### config.mk
export PLATFORM = sky130hd
export DESIGN_NAME = fifo_mem_writer
export DESIGN_NICKNAME = d
export VERILOG_FILES = /design/src/rtl/acc_pkg.sv /design/src/rtl/fifo_mem_writer.sv
export SDC_FILE = /design/constraint.sdc
export NUM_CORES = 1
export LEC_CHECK = 0
export CORE_MARGIN = 2
export CORE_UTILIZATION = 40
export DETAILED_ROUTE_END_ITERATION = 16
export HOLD_SLACK_MARGIN = 0.12
export PLACE_DENSITY = 0.85
export SLEW_MARGIN = 5
export SYNTH_ARGS = -nofsm -noshare
export SYNTH_HDL_FRONTEND = slang
export SYNTH_SLANG_ARGS = --single-unit
export TNS_END_PERCENT = 30
### constraint.sdc
create_clock -name clk -period 4.98 [get_ports clk]
set_input_delay 0.996 -clock clk [delete_from_list [all_inputs] [get_ports clk]]
set_output_delay 0.996 -clock clk [all_outputs]
set_load 0.005 [all_outputs]
### src/rtl/acc_pkg.sv
// Shared definitions for the accelerator result path.
//
// Contents:
//   writer_state_e - state encoding of the FIFO-to-memory writer
//   OBI_BE_ALL     - byte enable for a full-word OBI write
//   FIFO_DEPTH     - depth of the accelerator result FIFO; also the writer's
//                    default maximum burst length
package acc_pkg;

  typedef enum logic [2:0] {
    IDLE      = 3'd0,
    WAIT_FULL = 3'd1,
    POP       = 3'd2,
    LOAD      = 3'd3,
    REQ       = 3'd4,
    WAIT_RV   = 3'd5
  } writer_state_e;

  localparam logic [3:0] OBI_BE_ALL = 4'hF;
  localparam int         FIFO_DEPTH = 16;

endpackage

### src/rtl/fifo_mem_writer.sv
// fifo_mem_writer
//
// Drains the accelerator result FIFO into data memory over an OBI-style
// req/gnt/rvalid port. For every burst it programs the FIFO threshold
// (fifo_count_ext), waits for fifo_full, then pops and writes one word at a
// time to consecutive word addresses with exactly one write outstanding.
//
// Ports:
//   clk, rst        clock (rising edge), asynchronous active-high reset
//   start           1-cycle pulse; latches base_addr/num_words (ignored while busy)
//   base_addr       first write address (bits[1:0] forced to 0)
//   num_words       total number of words to write
//   busy            high from the cycle after an accepted start until done
//   done            1-cycle pulse after the last write response
//   fifo_count_ext  burst threshold to FIFO = min(BURST_MAX, words remaining)
//   fifo_pop        FIFO pop strobe; fifo_dout is valid the following cycle
//   fifo_dout       FIFO registered output
//   fifo_full       FIFO count == fifo_count_ext
//   fifo_empty      FIFO count == 0
//   data_req/gnt/rvalid/we/be/addr/wdata   OBI write master port
//   stall_cnt       cycles with data_req high and data_gnt low
//
// Configuration:
//   STALL_CNT_EN    when defined, stall_cnt is a saturating 32-bit counter
//                   cleared on each accepted start; otherwise it is tied to 0.
module fifo_mem_writer
  import acc_pkg::*;
#(
  parameter int ADDR_W    = 32,
  parameter int DATA_W    = 32,
  parameter int BURST_MAX = FIFO_DEPTH,
  parameter int LEN_W     = 16
) (
  input  logic              clk,
  input  logic              rst,
  input  logic              start,
  input  logic [ADDR_W-1:0] base_addr,
  input  logic [LEN_W-1:0]  num_words,
  output logic              busy,
  output logic              done,
  output logic [4:0]        fifo_count_ext,
  output logic              fifo_pop,
  input  logic [DATA_W-1:0] fifo_dout,
  input  logic              fifo_full,
  input  logic              fifo_empty,
  output logic              data_req,
  input  logic              data_gnt,
  input  logic              data_rvalid,
  output logic              data_we,
  output logic [3:0]        data_be,
  output logic [ADDR_W-1:0] data_addr,
  output logic [DATA_W-1:0] data_wdata,
  output logic [31:0]       stall_cnt
);

  writer_state_e     state_q, state_d;
  logic [LEN_W-1:0]  remaining_q;
  logic [LEN_W-1:0]  remaining_dec;
  logic [4:0]        burst_left_q;
  logic [4:0]        count_ext_q;
  logic [ADDR_W-1:0] addr_q;
  logic [DATA_W-1:0] wdata_q;
  logic              done_q;
  logic              done_set;
  logic              accept;
  logic              enter_wait_full;
  logic [LEN_W-1:0]  reload_src;
  logic [4:0]        burst_reload;

  // A start landing on the done cycle is dropped so a new transfer never
  // overlaps the completion pulse of the previous one.
  assign accept        = start && (state_q == IDLE) && !done_q;
  assign remaining_dec = remaining_q - LEN_W'(1);

  // The burst threshold is recomputed from whatever is still to be written
  // at the moment WAIT_FULL is entered: the fresh length when leaving IDLE,
  // or the post-decrement count when a burst has just completed.
  assign reload_src      = (state_q == IDLE) ? num_words : remaining_dec;
  assign burst_reload    = (reload_src >= LEN_W'(BURST_MAX)) ? 5'(BURST_MAX)
                                                             : reload_src[4:0];
  assign enter_wait_full = (state_d == WAIT_FULL) && (state_q != WAIT_FULL);

  always_ff @(posedge clk or posedge rst) begin
    if (rst) begin
      state_q <= IDLE;
    end else begin
      state_q <= state_d;
    end
  end

  // Next state plus the Moore-style strobes. A pop is only issued when the
  // FIFO reports data, otherwise POP waits so no word is ever fabricated.
  always_comb begin
    state_d  = state_q;
    fifo_pop = 1'b0;
    data_req = 1'b0;
    done_set = 1'b0;
    case (state_q)
      IDLE: begin
        if (accept) begin
          if (num_words != '0) begin
            state_d = WAIT_FULL;
          end else begin
            done_set = 1'b1;
          end
        end
      end
      WAIT_FULL: begin
        if (fifo_full) begin
          state_d = POP;
        end
      end
      POP: begin
        if (!fifo_empty) begin
          fifo_pop = 1'b1;
          state_d  = LOAD;
        end
      end
      LOAD: begin
        state_d = REQ;
      end
      REQ: begin
        data_req = 1'b1;
        if (data_gnt) begin
          state_d = WAIT_RV;
        end
      end
      WAIT_RV: begin
        if (data_rvalid) begin
          if (remaining_q == LEN_W'(1)) begin
            state_d  = IDLE;
            done_set = 1'b1;
          end else if (burst_left_q == 5'd1) begin
            state_d = WAIT_FULL;
          end else begin
            state_d = POP;
          end
        end
      end
      default: begin
        state_d = IDLE;
      end
    endcase
  end

  // Datapath: address/length latch, per-response bookkeeping, burst reload
  // (placed last so it overrides the burst_left decrement on the same edge)
  // and capture of the popped word one cycle after the pop.
  always_ff @(posedge clk or posedge rst) begin
    if (rst) begin
      remaining_q  <= '0;
      burst_left_q <= '0;
      count_ext_q  <= 5'(BURST_MAX);
      addr_q       <= '0;
      wdata_q      <= '0;
      done_q       <= 1'b0;
    end else begin
      done_q <= done_set;
      if (accept) begin
        addr_q      <= base_addr & ~ADDR_W'(3);
        remaining_q <= num_words;
      end
      if (state_q == LOAD) begin
        wdata_q <= fifo_dout;
      end
      if ((state_q == WAIT_RV) && data_rvalid) begin
        addr_q       <= addr_q + ADDR_W'(4);
        remaining_q  <= remaining_dec;
        burst_left_q <= burst_left_q - 5'd1;
      end
      if (enter_wait_full) begin
        count_ext_q  <= burst_reload;
        burst_left_q <= burst_reload;
      end
    end
  end

  assign busy           = (state_q != IDLE);
  assign done           = done_q;
  assign fifo_count_ext = count_ext_q;
  assign data_we        = data_req;
  assign data_be        = data_req ? OBI_BE_ALL : 4'h0;
  assign data_addr      = addr_q;
  assign data_wdata     = wdata_q;

`ifdef STALL_CNT_EN
  logic [31:0] stall_q;

  // Counts cycles the arbiter leaves us waiting; saturates instead of
  // wrapping so a long stall never reads back as a short one.
  always_ff @(posedge clk or posedge rst) begin
    if (rst) begin
      stall_q <= '0;
    end else if (accept) begin
      stall_q <= '0;
    end else if (data_req && !data_gnt && (stall_q != '1)) begin
      stall_q <= stall_q + 32'd1;
    end
  end

  assign stall_cnt = stall_q;
`else
  assign stall_cnt = '0;
`endif

endmodule

### After elaboration in Yosys (flattened, before gate mapping)

Cells that the tools add are included.

| operators by class | value |
|---|---|
| add/subtract/negate cells | 3 |
| order comparisons | 1 |
| equality and inequality tests | 9 |
| muxes and demuxes | 26 |
| reduce and logical (&&, ||, !) cells | 10 |

Operators with widths:

| kind | number |
|---|---|
| two-way mux 32 bit | 2 |
| two-way mux 16 bit | 3 |
| adder 32 x 3 -> 32 bit (second input constant) | 1 |
| two-way mux 3 bit | 6 |
| one-hot mux 3 bit (6 select lines) | 1 |
| == test 16 x 1 -> 1 bit (second input constant) | 1 |
| greater-or-equal comparator 16 x 5 -> 1 bit (second input constant) | 1 |
| nonzero test 16 bit | 1 |
| subtractor 16 x 1 -> 16 bit (second input constant) | 1 |
| two-way mux 5 bit | 3 |
| two-way mux 1 bit | 7 |
| == test 3 x 1 -> 1 bit (second input constant) | 2 |
| == test 3 x 2 -> 1 bit (second input constant) | 2 |
| == test 3 bit (second input constant) | 2 |
| == test 5 x 1 -> 1 bit (second input constant) | 1 |
| subtractor 5 x 1 -> 5 bit (second input constant) | 1 |
| logical AND 1 bit | 4 |
| two-way mux 2 bit | 2 |
| two-way mux 4 bit | 1 |
| nonzero test 2 bit | 2 |
| zero test 3 bit | 1 |
| inequality test 3 x 1 -> 1 bit (second input constant) | 1 |
| nonzero test 3 bit | 1 |
| one-hot mux 1 bit (2 select lines) | 1 |
| zero test 1 bit | 1 |

| storage, ports and cells | value |
|---|---|
| register bits after elaboration | 94 |
| output and inout port bits | 110 |
| logic and storage cells | 56 |

### Longest topological paths before layout

Gate-level depths: netlist (run 1).

| depth | value |
|---|---|
| word-level depth | 8 |
| depth in mapped cells | 9 |
| depth with buffers taken out | 8 |

### Worst setup path before layout (run 1)

OpenSTA, ideal clock, no wires.

| timing | value |
|---|---|
| path kind | reg-to-reg |
| start | reg remaining_q[0] |
| end | reg burst_left_q[4] |
| setup time | 0.119 ns |
| arrival time | 2.345 ns |
| required time | 4.861 ns |
| slack | 2.516 ns |
| stages on the path, launching flop included | 9 |
| buffers on the path | 0 |
| period minus slack after synthesis | 2.464 ns |
| cells stage by stage | dfrtp_1 > inv_1 > ha_1 > or4b_2 > o31ai_1 > nand2_1 > o31ai_1 > nand3_1 > o21a_1 |

| on the way | value |
|---|---|
| longest elaborated chain between the ends | 7 |
| elaborated cells on any way between the ends | 12 |
| those cells by class | add/sub (1); order compare (1); eq/ne (2); mux (6); reduce/logical (2) |

Ends and longest elaborated chain:

| item | line | text |
|---|---|---|
| from (decl) | fifo_mem_writer.sv:57 | `logic [LEN_W-1:0] remaining_q;` |
| from (signal assigned) | fifo_mem_writer.sv:161 | `remaining_q <= num_words;` |
| from (signal assigned) | fifo_mem_writer.sv:168 | `remaining_q <= remaining_dec;` |
| branches (longest 7 deep; another with subtractor 16 x 1 -> 16 bit) | -- |  |
| to (signal assigned) | fifo_mem_writer.sv:169 | `burst_left_q <= burst_left_q - 5'd1;` |
| to (signal assigned) | fifo_mem_writer.sv:173 | `burst_left_q <= burst_reload;` |
| to (decl) | fifo_mem_writer.sv:59 | `logic [4:0] burst_left_q;` |

Parallel ways; which one is timed is not known.
A chain may end at the register's enable or synchronous reset.

### Worst setup path after layout (run 1)

| timing | value |
|---|---|
| start | in fifo_empty |
| end | out fifo_pop |

| on the way | value |
|---|---|
| longest elaborated chain between the ends | 2 |

Ends and longest elaborated chain:

| item | line | text |
|---|---|---|
| from (decl) | fifo_mem_writer.sv:45 | `input logic fifo_empty,` |
| two-way mux 1 bit | fifo_mem_writer.sv:114 | `if (!fifo_empty) begin` |
| two-way mux 1 bit | fifo_mem_writer.sv:98 | `case (state_q)` |
| to (decl) | fifo_mem_writer.sv:42 | `output logic fifo_pop,` |

Every way passes these cells.

==> results of run 1 <==
## sequential cells by signal (all words and copies together) (netlist names)
register	count
data_wdata	32
fifo_count_ext	5
burst_left_q	5
remaining_q	16
state_q	3
done	1
data_addr	30
## area by class of cell
| cell class | instances | area, um2 |
|---|---|---|
| flip-flops and latches | 92 | 2303 |
| repair buffers | 168 | 1674 |
| clock inverters | 7 | 75.07 |
| inverters | 18 | 68.82 |
| well taps | 172 | 215.2 |
| fillers | 1141 | 5579 |
| clock buffers | 9 | 225.2 |
| multi-input cells | 411 | 2581 |
## cells by family (layout without fill, tap and decap cells)
logic type	count (synthesis)	after routing	share of synthesized area, %
AOI/OAI and AO/OA	135	135	17.82
xor gates and xnor gates	6	6	0.9979
adders and majority gates	5	5	1.188
buffers and inverters	91	202	9.598
DFF	92	92	43.74
muxes	33	33	7.033
other	1	34	0.07121
and+or+nand+nor	198	198	19.55
## metal layers
metal | vias to the layer above | share of wire, % | GRT usage, %
li1 | 2276 | - | -
met1 | 2360 | 43 | 27.26
met2 | 174 | 49 | 35.20
met3 | 23 | 6.1 | 5.936
met4 | 0 | 1.8 | 5.878
met5 | - | 0 | 0
## final timing paths
check,depth (start not counted),to,slack [ps],start
setup / recovery,3,fifo_pop,1730,fifo_empty
hold / removal,1,data_wdata[19],500,data_wdata[19]
setup reg to reg,7,remaining_q[10],1960,state_q[2]
hold reg to reg,1,data_wdata[19],500,data_wdata[19]
max in group asynchronous,3,fifo_count_ext[4],3120,rst
min in group asynchronous,2,data_wdata[5],1080,rst
## report_power, final
group / leakage [nW] / internal, mW / switching, mW / total, mW
Combinational: 1.50 / 0.968 / 0.681 / 1.65
Sequential: 1.09 / 1.09 / 0.405 / 1.49
Clock: 0.138 / 0.392 / 0.309 / 0.700
## placed cells by master, fill, tap and decap left out, types with 4 or more instances in the layout
| cell type | instances |
|---|---|
| a211oi_1 | 8 |
| a21oi_1 | 27 |
| a311oi_1 | 5 |
| buf_4 | 7 |
| clkbuf_16 | 9 |
| clkdlybuf4s50_1 | 160 |
| conb_1 | 34 |
| dfrtp_1 | 91 |
| ha_1 | 5 |
| inv_1 | 17 |
| mux2_2 | 32 |
| nand2_1 | 52 |
| nand3_1 | 27 |
| nand4_1 | 12 |
| nor2_1 | 34 |
| nor2b_1 | 7 |
| nor3_1 | 18 |
| nor3b_1 | 4 |
| nor4_1 | 11 |
| nor4b_1 | 4 |
| o211ai_1 | 10 |
| o21ai_0 | 33 |
| o221a_2 | 8 |
| o22ai_1 | 5 |
| o311ai_0 | 13 |
| o31ai_1 | 5 |
| or2_2 | 4 |
| or4_1 | 4 |
| xnor2_1 | 4 |
## stage by stage
stage	hold slack [ps]	utilization, %	instance area, um2
after floorplan	482.3	-	5390
after global placement	479.4	53.79	6843
final	504.0	56.15	7143
after CTS	501.0	56.15	7143
after global routing	516.3	56.15	7143
after detailed placement	482.7	53.79	6843
==> impl_metrics.py, run 1 <==
metrics = {
    "setup_path": {
        "critPathTopFamily": "buffers and inverters",
        "cp.buffers_inverters": 2,
        "path_class": "in2out",
        "path_cells": "clkdlybuf4s50_1, nor4b_1, clkdlybuf4s50_1",
        "cpMostUsedCell": "clkdlybuf4s50_1",
        "worstPathArrival_ps": 2250,
        "crit_required_ps": 3980,
        "cp-start-kind": "input pin",
        "cp-end-kind": "output port",
        "worstPathMaxFanout": 2,
        "crit_path_max_incr_delay_ps": 570,
        "crit_slowest_cell": "clkdlybuf4s50_1",
    },
    "routing": {
        "wl_mm": 14.65,
        "antenna_left": 0,
        "drtPass1Iterations": 5,
        "drtIter0Drc": 258,
        "detail_route.drc_violations": 0,
        "routed_via_density": 5.511,
        "num_vias": 4833,
        "wl_per_cell_um": 16.70,
    },
    "clock_network": {
        "postCtsSetupRepairBufs": 0,
        "cts.sinks": 92,
        "holdBufCountCts": 0,
        "cts_resized": 0,
        "cts_buffers": 9,
        "clk_pin_slew_ps": 60,
        "cts-root-buf": "clkbuf_16",
        "cts.path.max_buffers": 2,
        "cts_tree": "done",
        "htreeDepth": 3,
        "insertion_delay_ps": 350,
    },
    "die": {
        "die_height_um": 118.7,
        "start_util_pct": 41.39,
        "die_w_um": 118.7,
        "core.rowCount": 41,
        "core_um2": 12720,
        "die-area_um2": 14100,
        "io_pins": 197,
    },
    "synthesis": {
        "async_flop_share_pct": 100.0,
        "avgSynthCellArea_um2": 9.387,
        "synth_most_common_cell": "dfrtp_1",
        "synthTopCellsByCount": "dfrtp_1 (91), nand2_1 (52), buf_4 (39)",
        "synth_top_cell_by_area": "dfrtp_1",
        "yosysTopAreaCellShare_pct": 43.24,
        "syn_inst": 561,
        "synth_edf_count": 0,
        "mappedNetlistArea_um2": 5266,
        "ys_top_cells_by_area": "dfrtp_1 (43%), mux2_2 (6.8%), buf_4 (5.6%), nand2_1 (3.7%), o21ai_0 (3.1%)",
        "yosysSeqAreaShare_pct": 43.74,
        "yosysWarnings": 0,
        "ys_types": 62,
        "synth-main-ff-cell": "dfrtp_1",
        "ys_ff_latch": 92,
    },
    "power": {
        "leakage_nw": 2.726,
        "power.total_mw": 3.844,
        "p_per_area_nw_per_um2": 538.2,
        "ir_drop_mv": 0.2939,
    },
    "sta": {
        "slew_headroom_pct": 32.07,
        "rsz0062_at_grt": "false",
        "post-route-period-util_pct": 65.27,
        "fmax_mhz": 307.6,
        "finClkSkew_ps": 8.202,
        "hold_violations": 0,
        "layout_setup_ws_ps": 1729,
        "setup_viol": 0,
        "period_needed_ps": 3251,
        "tns_ps": 0,
        "worst_pin_slew_ps": 1005,
        "final_max_slew_viol_count": 0,
    },
    "grt": {
        "grt_pass1_wl_mm": 24.17,
        "grt_max_degree": 51,
        "grt_antenna_before_repair": 0,
        "grt_overflow": 0,
        "grtUsageTotal_pct": 21.28,
        "grt_pass1_vias": 4732,
    },
    "placed_design": {
        "placed_cells": 861,
        "globalplace.congestion": 0.8643,
        "port-buffer-count": 160,
        "post-place-ws_ps": 1370,
        "dp_hpwl_mm": 10.58,
    },
    "finish": {
        "diodes": 0,
        "design.final.nets": 792,
        "area_growth_pct": 35.64,
        "drive_gt1_share_pct": 11.21,
        "stdcell_count": 877,
    },
    "worst_hold_path": {
        "hold_path_class": "reg2reg",
    },
    "outcome": {
        "outcome": "complete, no violations",
    },
    "flow_run": {
        "cap_violations": 0,
    },
}
No activity file was read; power rests on OpenSTA's default activity.
==> run 2: changes to the inputs <==
==> constraint.sdc (replaced) <==
create_clock -name clk -period 3 [get_ports clk]
set_input_delay 0.6 -clock clk [delete_from_list [all_inputs] [get_ports clk]]
set_output_delay 0.6 -clock clk [all_outputs]
set_load 0.005 [all_outputs]
==> run 2 against run 1 <==
Compared with the run above:
- sequential cell count unchanged
- core utilization up 0.51 points
- first-iteration DRC count up 5.4%
- clock power up 59%
- non-clock buffer count up 9
- combinational power up 71%
- critical path depth up 5
- count of clock-buffer cells in the layout up 2
- largest power group unchanged
==> impl_metrics.py, run 2 (synthesis gave the netlist of run 1 again) <==
metrics = {
    "die": {
        "core_um2": 12720,
        "die_height_um": 118.7,
        "die-area_um2": 14100,
        "start_util_pct": 41.39,
        "core.rowCount": 41,
        "die_w_um": 118.7,
        "io_pins": 197,
    },
    "setup_path": {
        "worstPathMaxFanout": 7,
        "r2r-start": "remaining_q[0]",
        "crit_path_max_incr_delay_ps": 690,
        "worstPathArrival_ps": 3030,
        "worstReg2RegEnd": "fifo_count_ext[1]",
        "cp-end-kind": "register",
        "cp-start-kind": "register",
        "worstRegToRegCells": 8,
        "path_cells": "inv_1, ha_1, or4b_2, and4b_1, a211oi_1, o21ai_0, nand4_1, o21ai_0",
        "cpMostUsedCell": "o21ai_0",
        "crit_required_ps": 3210,
        "regToRegSetupSlack_ps": 180,
        "critPathLaunch": "remaining_q[0]",
        "path_class": "reg2reg",
        "crit_slowest_cell": "or4b_2",
        "endpoint": "fifo_count_ext[1]",
    },
    "sta": {
        "final_max_slew_viol_count": 0,
        "finClkSkew_ps": 11.36,
        "tns_ps": 0,
        "worst_pin_slew_ps": 698.6,
        "setup_viol": 0,
        "fmax_mhz": 355.0,
        "period_needed_ps": 2817,
        "hold_violations": 0,
        "slew_headroom_pct": 53.25,
        "rsz0062_at_grt": "false",
        "hold_slack_ps": 504.7,
        "layout_setup_ws_ps": 183.4,
        "post-route-period-util_pct": 93.89,
    },
    "flow_run": {
        "cap_violations": 0,
    },
    "clock_network": {
        "htreeDepth": 3,
        "cts_tree": "done",
        "cts_resized": 0,
        "postCtsSetupRepairBufs": 0,
        "holdBufCountCts": 0,
        "clk_pin_slew_ps": 70,
        "cts_buffers": 9,
        "insertion_delay_ps": 350,
        "cts.path.max_buffers": 2,
        "cts.sinks": 92,
        "cts-root-buf": "clkbuf_16",
    },
    "power": {
        "p_per_area_nw_per_um2": 884.3,
        "leakage_nw": 2.776,
        "ir_drop_mv": 0.3661,
    },
    "worst_hold_path": {
        "hold_path_class": "reg2reg",
    },
    "grt": {
        "grt_pass1_vias": 4781,
        "grt_overflow": 0,
        "grtUsageTotal_pct": 21.01,
        "grt_max_degree": 93,
        "grt_pass1_wl_mm": 23.92,
        "grt_antenna_before_repair": 0,
    },
    "finish": {
        "final_cell_mix": "clkdlybuf4s50_1 (160), dfrtp_1 (91), nand2_1 (52), nor2_1 (34), conb_1 (34)",
        "num-fill-cells": 1181,
        "final_common_cell": "clkdlybuf4s50_1",
        "largest_reg_flops": 32,
        "diodes": 0,
        "fin_util_pct": 56.66,
        "design.final.nets": 801,
        "area_growth_pct": 36.87,
        "drive_gt1_share_pct": 12.18,
        "final_cell_area_um2": 7208,
    },
    "routing": {
        "drtPass1Iterations": 5,
        "detail_route.drc_violations": 0,
        "wl_per_cell_um": 16.57,
        "wl_mm": 14.68,
        "drtIter0Drc": 272,
        "antenna_left": 0,
        "num_vias": 4788,
        "routed_via_density": 5.404,
    },
    "placed_design": {
        "port-buffer-count": 160,
        "globalplace.congestion": 0.8833,
        "dpl_cell_area_um2": 6923,
        "post-place-ws_ps": 236.1,
        "dp_hpwl_mm": 10.73,
    },
    "outcome": {
        "outcome": "complete, no violations",
    },
}
[run 2: metal layers]
| metal | global-route usage, % | routed length, um |
|---|---|---|
| met5 | 0 | 0 |
| met4 | 6.622 | 216 |
| met3 | 4.826 | 892 |
| met2 | 35.81 | 7471 |
| met1 | 26.34 | 6098 |
[run 2: through the flow]
stage / total power, mW / std cells
floorplan: 3.861 / 594
global placement: 5.168 / 870
detailed placement: 5.288 / 870
CTS: 6.417 / 886
global route: 6.808 / 886
finish: 6.374 / 886
[run 2: where the power goes]
group | internal [mW] | switching [mW] | total, mW
logic | 1.64 | 1.17 | 2.82
clock network | 0.594 | 0.513 | 1.11
registers | 1.81 | 0.640 | 2.45
[run 2: critical path: cells and delay by family, from the launching register on]
family	cells	cell delay, ps
AOI/OAI and AO/OA	3	740
buffers and inverters	1	110
DFF	1	420
and+or+nand+nor	3	1110
adders and majority gates	1	290
[run 2: worst min path at each step]
stage                    from              to  slack [ps]  cells after the start
2_1_floorplan   data_addr[31]   data_addr[31]         480                      1
3_3_place_gp    data_addr[31]   data_addr[31]         480                      1
3_5_place_dp   data_wdata[30]  data_wdata[30]         490                      1
4_1_cts        data_wdata[11]  data_wdata[11]         510                      1
5_1_grt        data_wdata[21]  data_wdata[21]         520                      1
6_report       data_wdata[11]  data_wdata[11]         500                      1
[run 2: layout make-up]
type / instances / area, um2 / share of cell area (%)
clock buffer: 11 / 242.7 / 3.367
clock inverter: 5 / 42.54 / 0.5902
inverter: 18 / 68.82 / 0.9547
multi-input combinational: 411 / 2581 / 35.81
sequential: 92 / 2303 / 31.96
tap: 172 / 215.2 / 2.986
timing repair buffer: 177 / 1754 / 24.34
